**src/rtl/fetch_pkg.sv**
```systemverilog
// ----------------------------------------------------------------------------
// fetch_pkg
//   Shared definitions for the fetch stage of the multicycle datapath:
//   next-PC source encodings (FonteCP), fetch FSM state encodings and the
//   field widths used to slice the instruction register.
//   Contents:
//     OPCODE_W       width of the opcode field at the top of IR
//     BR_OFF_W       width of the signed branch offset at ir[7:0]
//     PC_SRC_*       2-bit FonteCP encodings
//     fetch_state_e  fetch FSM states (IDLE, FETCH, VALID, HALT)
// ----------------------------------------------------------------------------
package fetch_pkg;

    localparam int OPCODE_W = 4;
    localparam int BR_OFF_W = 8;

    localparam logic [1:0] PC_SRC_SEQ    = 2'b00;
    localparam logic [1:0] PC_SRC_BRANCH = 2'b01;
    localparam logic [1:0] PC_SRC_JUMP   = 2'b10;
    localparam logic [1:0] PC_SRC_RSVD   = 2'b11;

    // Explicit encodings keep the state register readable in legacy dumps.
    typedef enum logic [1:0] {
        ST_IDLE  = 2'd0,
        ST_FETCH = 2'd1,
        ST_VALID = 2'd2,
        ST_HALT  = 2'd3
    } fetch_state_e;

endpackage

```
**src/rtl/pc_next_mux.sv**
```systemverilog
// ----------------------------------------------------------------------------
// pc_next_mux
//   Combinational next-PC selection for the fetch stage. All arithmetic is
//   modulo 2^ADDR_W, so increments and branch offsets wrap naturally.
//   Ports:
//     pc          in   ADDR_W   current PC
//     ir          in   INSTR_W  instruction register (jump target / offset)
//     pc_src      in   2        FonteCP: SEQ, BRANCH, JUMP, RSVD (=SEQ)
//     pc_wr_cond  in   1        EscCondCP: branch is conditional on alu_zero
//     alu_zero    in   1        branch condition from the ALU
//     next_pc     out  ADDR_W   PC to commit on pc_wr
// ----------------------------------------------------------------------------
module pc_next_mux #(
    parameter int ADDR_W  = 8,
    parameter int INSTR_W = 16
) (
    input  logic [ADDR_W-1:0]  pc,
    input  logic [INSTR_W-1:0] ir,
    input  logic [1:0]         pc_src,
    input  logic               pc_wr_cond,
    input  logic               alu_zero,
    output logic [ADDR_W-1:0]  next_pc
);
    import fetch_pkg::*;

    logic [ADDR_W-1:0] pc_inc;
    logic [ADDR_W-1:0] br_off;
    logic              br_taken;

    assign pc_inc   = pc + ADDR_W'(1);
    // Size cast of a signed operand sign-extends the 8-bit offset to ADDR_W.
    assign br_off   = ADDR_W'($signed(ir[BR_OFF_W-1:0]));
    // An unconditional branch (EscCondCP low) is always taken; a conditional
    // one falls through to pc+1 so the program still advances.
    assign br_taken = !pc_wr_cond || alu_zero;

    always_comb begin
        // NOTE: assign a default first so no path through the case leaves
        // next_pc unassigned; otherwise synthesis infers a latch.
        next_pc = pc_inc;
        case (pc_src)
            PC_SRC_BRANCH: if (br_taken) next_pc = pc + br_off;
            PC_SRC_JUMP:   next_pc = ir[ADDR_W-1:0];
            default:       next_pc = pc_inc;
        endcase
    end

endmodule

```
**src/rtl/pc_fetch_unit.sv**
```systemverilog
// ----------------------------------------------------------------------------
// pc_fetch_unit
//   Fetch stage of the multicycle datapath. Holds PC and IR, fetches from
//   instruction memory over a req/ack handshake, presents the opcode to the
//   controller and commits the next PC when the controller strobes pc_wr.
//   Optional feature macro: IMEM_TIMEOUT_EN -- when defined, a FETCH that
//   waits TIMEOUT_CYC cycles without ack sets sticky fetch_err and parks the
//   unit in HALT until reset. Undefined: FETCH waits indefinitely and
//   fetch_err is tied low.
//   Ports:
//     clk          in   1        clock, rising edge
//     rst          in   1        asynchronous, active-high reset
//     pc_wr        in   1        EscCP: commit next PC (honoured in VALID only)
//     pc_wr_cond   in   1        EscCondCP: branch conditional on alu_zero
//     pc_src       in   2        FonteCP: next-PC source select
//     alu_zero     in   1        branch condition from ALU
//     imem_req     out  1        fetch request, held until ack
//     imem_addr    out  ADDR_W   fetch address (= pc)
//     imem_rdata   in   INSTR_W  instruction data, valid with imem_ack
//     imem_ack     in   1        one-cycle fetch completion
//     pc           out  ADDR_W   current PC
//     ir           out  INSTR_W  instruction register
//     opcode       out  4        top four bits of ir
//     instr_valid  out  1        ir holds the instruction at pc
//     pc_wr_drop   out  1        one-cycle pulse: pc_wr seen outside VALID
//     fetch_err    out  1        sticky fetch timeout flag
// ----------------------------------------------------------------------------
module pc_fetch_unit #(
    parameter int              ADDR_W      = 8,
    parameter int              INSTR_W     = 16,
    parameter logic [ADDR_W-1:0] RESET_PC  = '0,
    parameter int              TIMEOUT_CYC = 15
) (
    input  logic               clk,
    input  logic               rst,
    input  logic               pc_wr,
    input  logic               pc_wr_cond,
    input  logic [1:0]         pc_src,
    input  logic               alu_zero,
    output logic               imem_req,
    output logic [ADDR_W-1:0]  imem_addr,
    input  logic [INSTR_W-1:0] imem_rdata,
    input  logic               imem_ack,
    output logic [ADDR_W-1:0]  pc,
    output logic [INSTR_W-1:0] ir,
    output logic [3:0]         opcode,
    output logic               instr_valid,
    output logic               pc_wr_drop,
    output logic               fetch_err
);
    import fetch_pkg::*;

    if (ADDR_W < 8 || INSTR_W < ADDR_W || INSTR_W < OPCODE_W || TIMEOUT_CYC < 1) begin : g_param_check
        $error("pc_fetch_unit: illegal parameter combination");
    end

    fetch_state_e      state_q;
    fetch_state_e      state_d;
    logic [ADDR_W-1:0] next_pc;
    logic              timeout_hit;

    pc_next_mux #(
        .ADDR_W  (ADDR_W),
        .INSTR_W (INSTR_W)
    ) u_pc_next_mux (
        .pc         (pc),
        .ir         (ir),
        .pc_src     (pc_src),
        .pc_wr_cond (pc_wr_cond),
        .alu_zero   (alu_zero),
        .next_pc    (next_pc)
    );

    // Outputs decode directly from the state register, so an asynchronous
    // reset drops imem_req immediately rather than at the next edge.
    assign imem_req    = (state_q == ST_FETCH);
    assign instr_valid = (state_q == ST_VALID);
    assign imem_addr   = pc;
    assign opcode      = ir[INSTR_W-1 -: OPCODE_W];

    always_comb begin
        state_d = state_q;
        case (state_q)
            ST_IDLE:  state_d = ST_FETCH;
            ST_FETCH: begin
                if (imem_ack)         state_d = ST_VALID;
                else if (timeout_hit) state_d = ST_HALT;
            end
            ST_VALID: if (pc_wr) state_d = ST_FETCH;
`ifdef IMEM_TIMEOUT_EN
            default:  state_d = ST_HALT;
`else
            default:  state_d = ST_IDLE;
`endif
        endcase
    end

    // NOTE: sequential state uses non-blocking assignments so every register
    // samples pre-edge values, independent of statement order.
    always_ff @(posedge clk or posedge rst) begin
        if (rst) begin
            state_q    <= ST_IDLE;
            pc         <= RESET_PC;
            ir         <= '0;
            pc_wr_drop <= 1'b0;
        end else begin
            state_q    <= state_d;
            pc_wr_drop <= pc_wr && (state_q != ST_VALID);
            // Acks outside FETCH (late, or after a reset) never reach ir.
            if (state_q == ST_FETCH && imem_ack) ir <= imem_rdata;
            if (state_q == ST_VALID && pc_wr)    pc <= next_pc;
        end
    end

`ifdef IMEM_TIMEOUT_EN
    localparam int CNT_W = ($clog2(TIMEOUT_CYC + 1) < 4) ? 4 : $clog2(TIMEOUT_CYC + 1);

    logic [CNT_W-1:0] to_cnt;

    // The counter holds the number of ack-less FETCH cycles already elapsed;
    // the TIMEOUT_CYC-th such cycle is the one that trips the error.
    assign timeout_hit = (state_q == ST_FETCH) && !imem_ack &&
                         (to_cnt == CNT_W'(TIMEOUT_CYC - 1));

    always_ff @(posedge clk or posedge rst) begin
        if (rst) begin
            to_cnt    <= '0;
            fetch_err <= 1'b0;
        end else begin
            // Held at zero outside FETCH, so it is clear on every FETCH entry.
            if (state_q != ST_FETCH) to_cnt <= '0;
            else if (!imem_ack)      to_cnt <= to_cnt + CNT_W'(1);
            if (timeout_hit)         fetch_err <= 1'b1;
        end
    end
`else
    assign timeout_hit = 1'b0;
    assign fetch_err   = 1'b0;
`endif

endmodule

```
**config.mk**
```make
export PLATFORM = sky130hd
export DESIGN_NAME = pc_fetch_unit
export DESIGN_NICKNAME = d
export VERILOG_FILES = /design/src/rtl/fetch_pkg.sv /design/src/rtl/pc_next_mux.sv /design/src/rtl/pc_fetch_unit.sv
export SDC_FILE = /design/constraint.sdc
export NUM_CORES = 1
export LEC_CHECK = 0
export BUFFER_PORTS_ARGS = -buffer_cell sky130_fd_sc_hd__clkbuf_2
export CORE_ASPECT_RATIO = 0.5
export CORE_MARGIN = 5
export CORE_UTILIZATION = 40
export CTS_BUF_LIST = sky130_fd_sc_hd__clkbuf_16
export CTS_CLUSTER_DIAMETER = 60
export CTS_CLUSTER_SIZE = 40
export DETAILED_ROUTE_END_ITERATION = 10
export HOLD_SLACK_MARGIN = 0.03
export PLACE_DENSITY = 0.77
export SYNTH_ARGS = -nofsm -noshare
export SYNTH_HDL_FRONTEND = slang
export SYNTH_SLANG_ARGS = --single-unit
```
**constraint.sdc**
```tcl
create_clock -name clk -period 2.95 [get_ports clk]
set_input_delay 0.4425 -clock clk [delete_from_list [all_inputs] [get_ports clk]]
set_output_delay 0.4425 -clock clk [all_outputs]
set_load 0.01 [all_outputs]
```
Word-level counts from Yosys, hierarchy flattened
Index checks and enable logic that the tools add are counted.

word-level totals
  bits in registers = 27
  latch bits = 0
  bits in writable memories = 0
  memory bits (read-only) = 0
  memories kept = 0

cells by class
  add/subtract/negate cells = 2
  multipliers = 0
  div/mod/pow operators = 0
  $lt $le $gt $ge = 0
  equality and inequality tests = 7
  shifts and indexed selects = 0
  mux-type cells = 5
  bitwise operators = 0
  reduce and logical (&&, ||, !) cells = 7

operators with widths
  cell                                           number
  case mux 8 bit (2 select lines)                1
  adder 8 x 1 -> 8 bit, second input constant    1
  adder 8 bit                                    1
  2-to-1 mux 8 bit                               1
  case mux 2 bit (3 select lines)                1
  == test 2 x 1 -> 1 bit, second input constant  2
  == test 2 bit, second input constant           2
  2-to-1 mux 2 bit                               2
  != test 2 bit, second input constant           2
  logical AND 1 bit                              3
  logical NOT 2 bit                              1
  != test 2 x 1 -> 1 bit, second input constant  1
  AND reduction 2 bit                            1
  logical NOT 1 bit                              1
  logical OR 1 bit                               1

Longest topological paths before layout
  depth in word-level cells = 4
  gate-level depth with buffers = 8

Cells and area by module
From an unflattened synthesis, not the netlist that was laid out.

unflattened totals
  cells, all modules = 156
  area total of the unflattened synthesis = 1786.7 um^2

by module, submodules not included
  module         instances  cells each  area each (um^2)  seq. area each (um^2)
  pc_fetch_unit  1          76          1169.9            675.6
  pc_next_mux    1          80          616.8             0.0

Worst setup path after synthesis
Ideal clock, no wire load.

  path kind = flip-flop to flip-flop
  from = register pc[0], in the netlist imem_addr[0]
  to = register pc[4], in the netlist imem_addr[4]
  setup time = 0.122 ns
  data arrival time = 2.029 ns
  data required time = 2.828 ns
  setup slack = 0.800 ns
  stages on the path, launching flop included = 8
  path buffers = 0
  period minus slack after synthesis = 2.150 ns
  path through = dfrtp_1 > ha_1 > fa_1 > a21o_1 > a21oi_2 > xnor2_1 > a221o_1 > a32o_1

between the ends
  word-level cells in the longest chain between the ends = 3
  elaborated cells between the ends (all ways) = 4
  classes of those cells = add/sub: 2; mux: 2

ends and longest elaborated chain
  item                                                 RTL line                              text
  from (decl)                                          pc_fetch_unit.sv:44                   output logic [ADDR_W-1:0] pc,
  from (signal assigned)                               pc_fetch_unit.sv:111                  if (state_q == ST_VALID && pc_wr) pc <= next_pc;
  adder 8 x 1 -> 8 bit or adder 8 bit (tied branches)  pc_next_mux.sv:30, pc_next_mux.sv:42
  2-to-1 mux 8 bit                                     pc_next_mux.sv:42                     PC_SRC_BRANCH: if (br_taken) next_pc = pc + br_off;
  case mux 8 bit (2 select lines) *                    pc_next_mux.sv:41                     case (pc_src)

Mark *: on every way between the ends. The rest lies on a longest branch, timed or not.
A chain may end at the register's enable or synchronous reset.

Worst setup path after layout
Same ends and word-level chain as after synthesis.

==> metrics.txt <==
setup ws final=0.706 ns; Post-route DRC=0; Hold-fix buffers, CTS=0; asr flop ratio synth=100%; outcome=finished clean; met2 Resource Use GR=27.3%; reg-to-reg setup timing slack=0.71 ns; Placer Congestion=0.860; largest net degree at the start of global routing=28; CTS tree=built; DRT Pass-1 Iters=4; worst path required time=3.11 ns; Reg2Reg Launch Point=imem_addr[0]; most common cell in the netlist=dfrtp_1; Final Hold Fails=0; wire length per cell=15.3 um; Hold Path Class=in2async; root buf cell=clkbuf_16; crit path max-delay cell type=dfrtp_1; CTS resizes=0; vias in the first global route=1571; drt initial violations=78; Tot GR Track Use=14.7%; clk_skew=0.00302 ns; grt met1 use=17.3%; Post-synth EDFFs=0; Finished Cell Area=2140 um^2; fin crit period=2.24 ns; die height=57.7 um; DP Worst Slack=0.744 ns; Worst-path clk slew=0.07 ns; Power Dens Cells=1120 nW/um^2; r2r endpoint=imem_addr[4]; met3 GRT Util=2.22%; CP top delay family=compound AO/OA/AOI/OAI gates; Top Ports=64; number of setup buffers added after CTS=0; Clock Latency Late Sink=0.27 ns; total of max-cap violations=0; fin util=48.6%; ANT cells=0; I/O Buffers=62; Final ANT Viol Nets=0; Synth area leader=dfrtp_1; die span in x=105 um; Crit. path cell count=7; crit-path cells=ha_1 -> fa_1 -> a21o_1 -> a21oi_2 -> xnor2_1 -> a221o_1 -> a32o_1; flip-flop and latch count after synthesis=27; syn nets=211; RSZ-0062 raised after global routing=no; worst vdd ir=0.480 mV; setup tns final=0 ns; first-pass GRT wire length=7330 um; ranking of synthesized cells by area=dfrtp_1 (37%), mux2_2 (9.9%), ha_1 (6.9%), buf_4 (6.6%), a21oi_1 (1.9%); critical path capture point type=flop; Starting Density=41.4%; fmax=446 MHz; crit path launch type=flop; Core Area=4400 um^2; Slew HR=30.7%; clock sink total=27; share of cells above drive strength 1=39.3%; Cells after Synth=176; initial antenna violation count=0; CP max FO=8; gr ovfl total=0; crit share post-route=76.1%; row count=17; die area=6090 um^2; worst setup path category=reg2reg; Post-DP Area=2060 um^2; Register-to-Register Path Depth=7; Yosys warning count=0; fin. max-slew vios=0; Worst Max-Slew Pin Slew=1.04 ns; Total Routed Length=4310 um; GR peak layer=met2; routed vias=1603; static leakage=1.03 nW; Avg Inst Size Synth=10.4 um^2; final setup vio count=0; htree depth=1; Final nets=260; Netlist Area Pre-Place=1820 um^2; CTS Buffer Depth=2; TritonCTS Buffers=3; Area Growth Syn to Fin=17.4%; Buf+Inv Stages, Crit Path=0; commonest cells in the netlist=dfrtp_1 (27), buf_4 (16), mux2_2 (16); CP max stage delay=0.46 ns; worst path arrival time=2.40 ns; post-synth top area share=37.1%; vias per inst=5.70; main flop type after synthesis=dfrtp_1; sequential-to-total area share from yosys stat=37.1%; HPWL Detailed=3300 um; Distinct cells, synth=49
## where the power goes
group	switching, mW	total, mW	internal, mW	leakage, nW
combinational	0.667	1.29	0.627	0.669
clock	0.140	0.328	0.188	0.0415
sequential	0.236	0.778	0.542	0.323
total	1.04	2.40	1.36	1.03
## cell type report
type	count	area, um^2
clock buffers	3	75.1
clock inverters	1	8.76
fillers	406	2260
inverters	7	26.3
multi-input cells	124	973
flip-flops and latches	27	676
well taps	57	71.3
repair buffers	62	310
## how the worst max path moves through the flow
| stage | end | slack (ns) | startpoint |
|---|---|---|---|
| 3_3_place_gp | imem_addr[4] | 0.79 | imem_addr[0] |
| 6_report | imem_addr[4] | 0.71 | imem_addr[0] |
| 5_1_grt | imem_addr[4] | 0.61 | imem_addr[0] |
| 4_1_cts | imem_addr[4] | 0.74 | imem_addr[0] |
| 2_1_floorplan | imem_addr[4] | 0.80 | imem_addr[0] |
| 3_5_place_dp | imem_addr[4] | 0.74 | imem_addr[0] |
## logic make-up after synthesis
logic type | Yosys count | share of synthesized area (%)
compound gates | 50 | 20.1
xor+xnor | 7 | 3.36
fa+ha+maj | 11 | 7.96
buf+inv | 25 | 9.54
flops | 27 | 37.1
mux | 17 | 10.4
other cells | 1 | 0.206
simple gates | 38 | 11.3
## stage by stage
step / hold WS [ns] / power [mW] / cells
5_1_grt: 0.402 / 2.59 / 281
3_5_place_dp: 0.493 / 2.07 / 277
3_3_place_gp: 0.484 / 2.01 / 277
2_1_floorplan: 0.464 / 1.72 / 176
4_1_cts: 0.399 / 2.41 / 281
6_report: 0.399 / 2.40 / 281
## registers in the layout, summed over array words and instances (netlist names)
name	flops
ir	16
imem_addr	8
state_q	2
pc_wr_drop	1
## routing by layer
metal	vias to the layer above	routed length [um]
met5	-	0
met1	793	1800
met3	7	231
met4	0	70
met2	63	2210
li1	740	-
## cell usage in the layout, fill, tap and decap left out, types with 2 or more instances in the layout
master / n
a221o_1: 2
a22o_1: 2
inv_1: 7
xnor2_1: 3
a21oi_2: 2
clkbuf_16: 3
nor2_1: 6
o21ai_0: 7
mux2_2: 16
o211ai_1: 3
clkbuf_2: 62
xor2_1: 4
a211oi_1: 2
a32o_1: 2
a21oi_1: 7
a22oi_1: 4
o21a_1: 3
nand2b_1: 2
dfrtp_1: 27
nand3_1: 6
nand2_1: 8
a21o_1: 3
a31oi_1: 2
nor3_1: 3
nand3b_1: 2
ha_1: 10
o221ai_1: 3
Note: power is estimated with default switching activity, not from simulation.
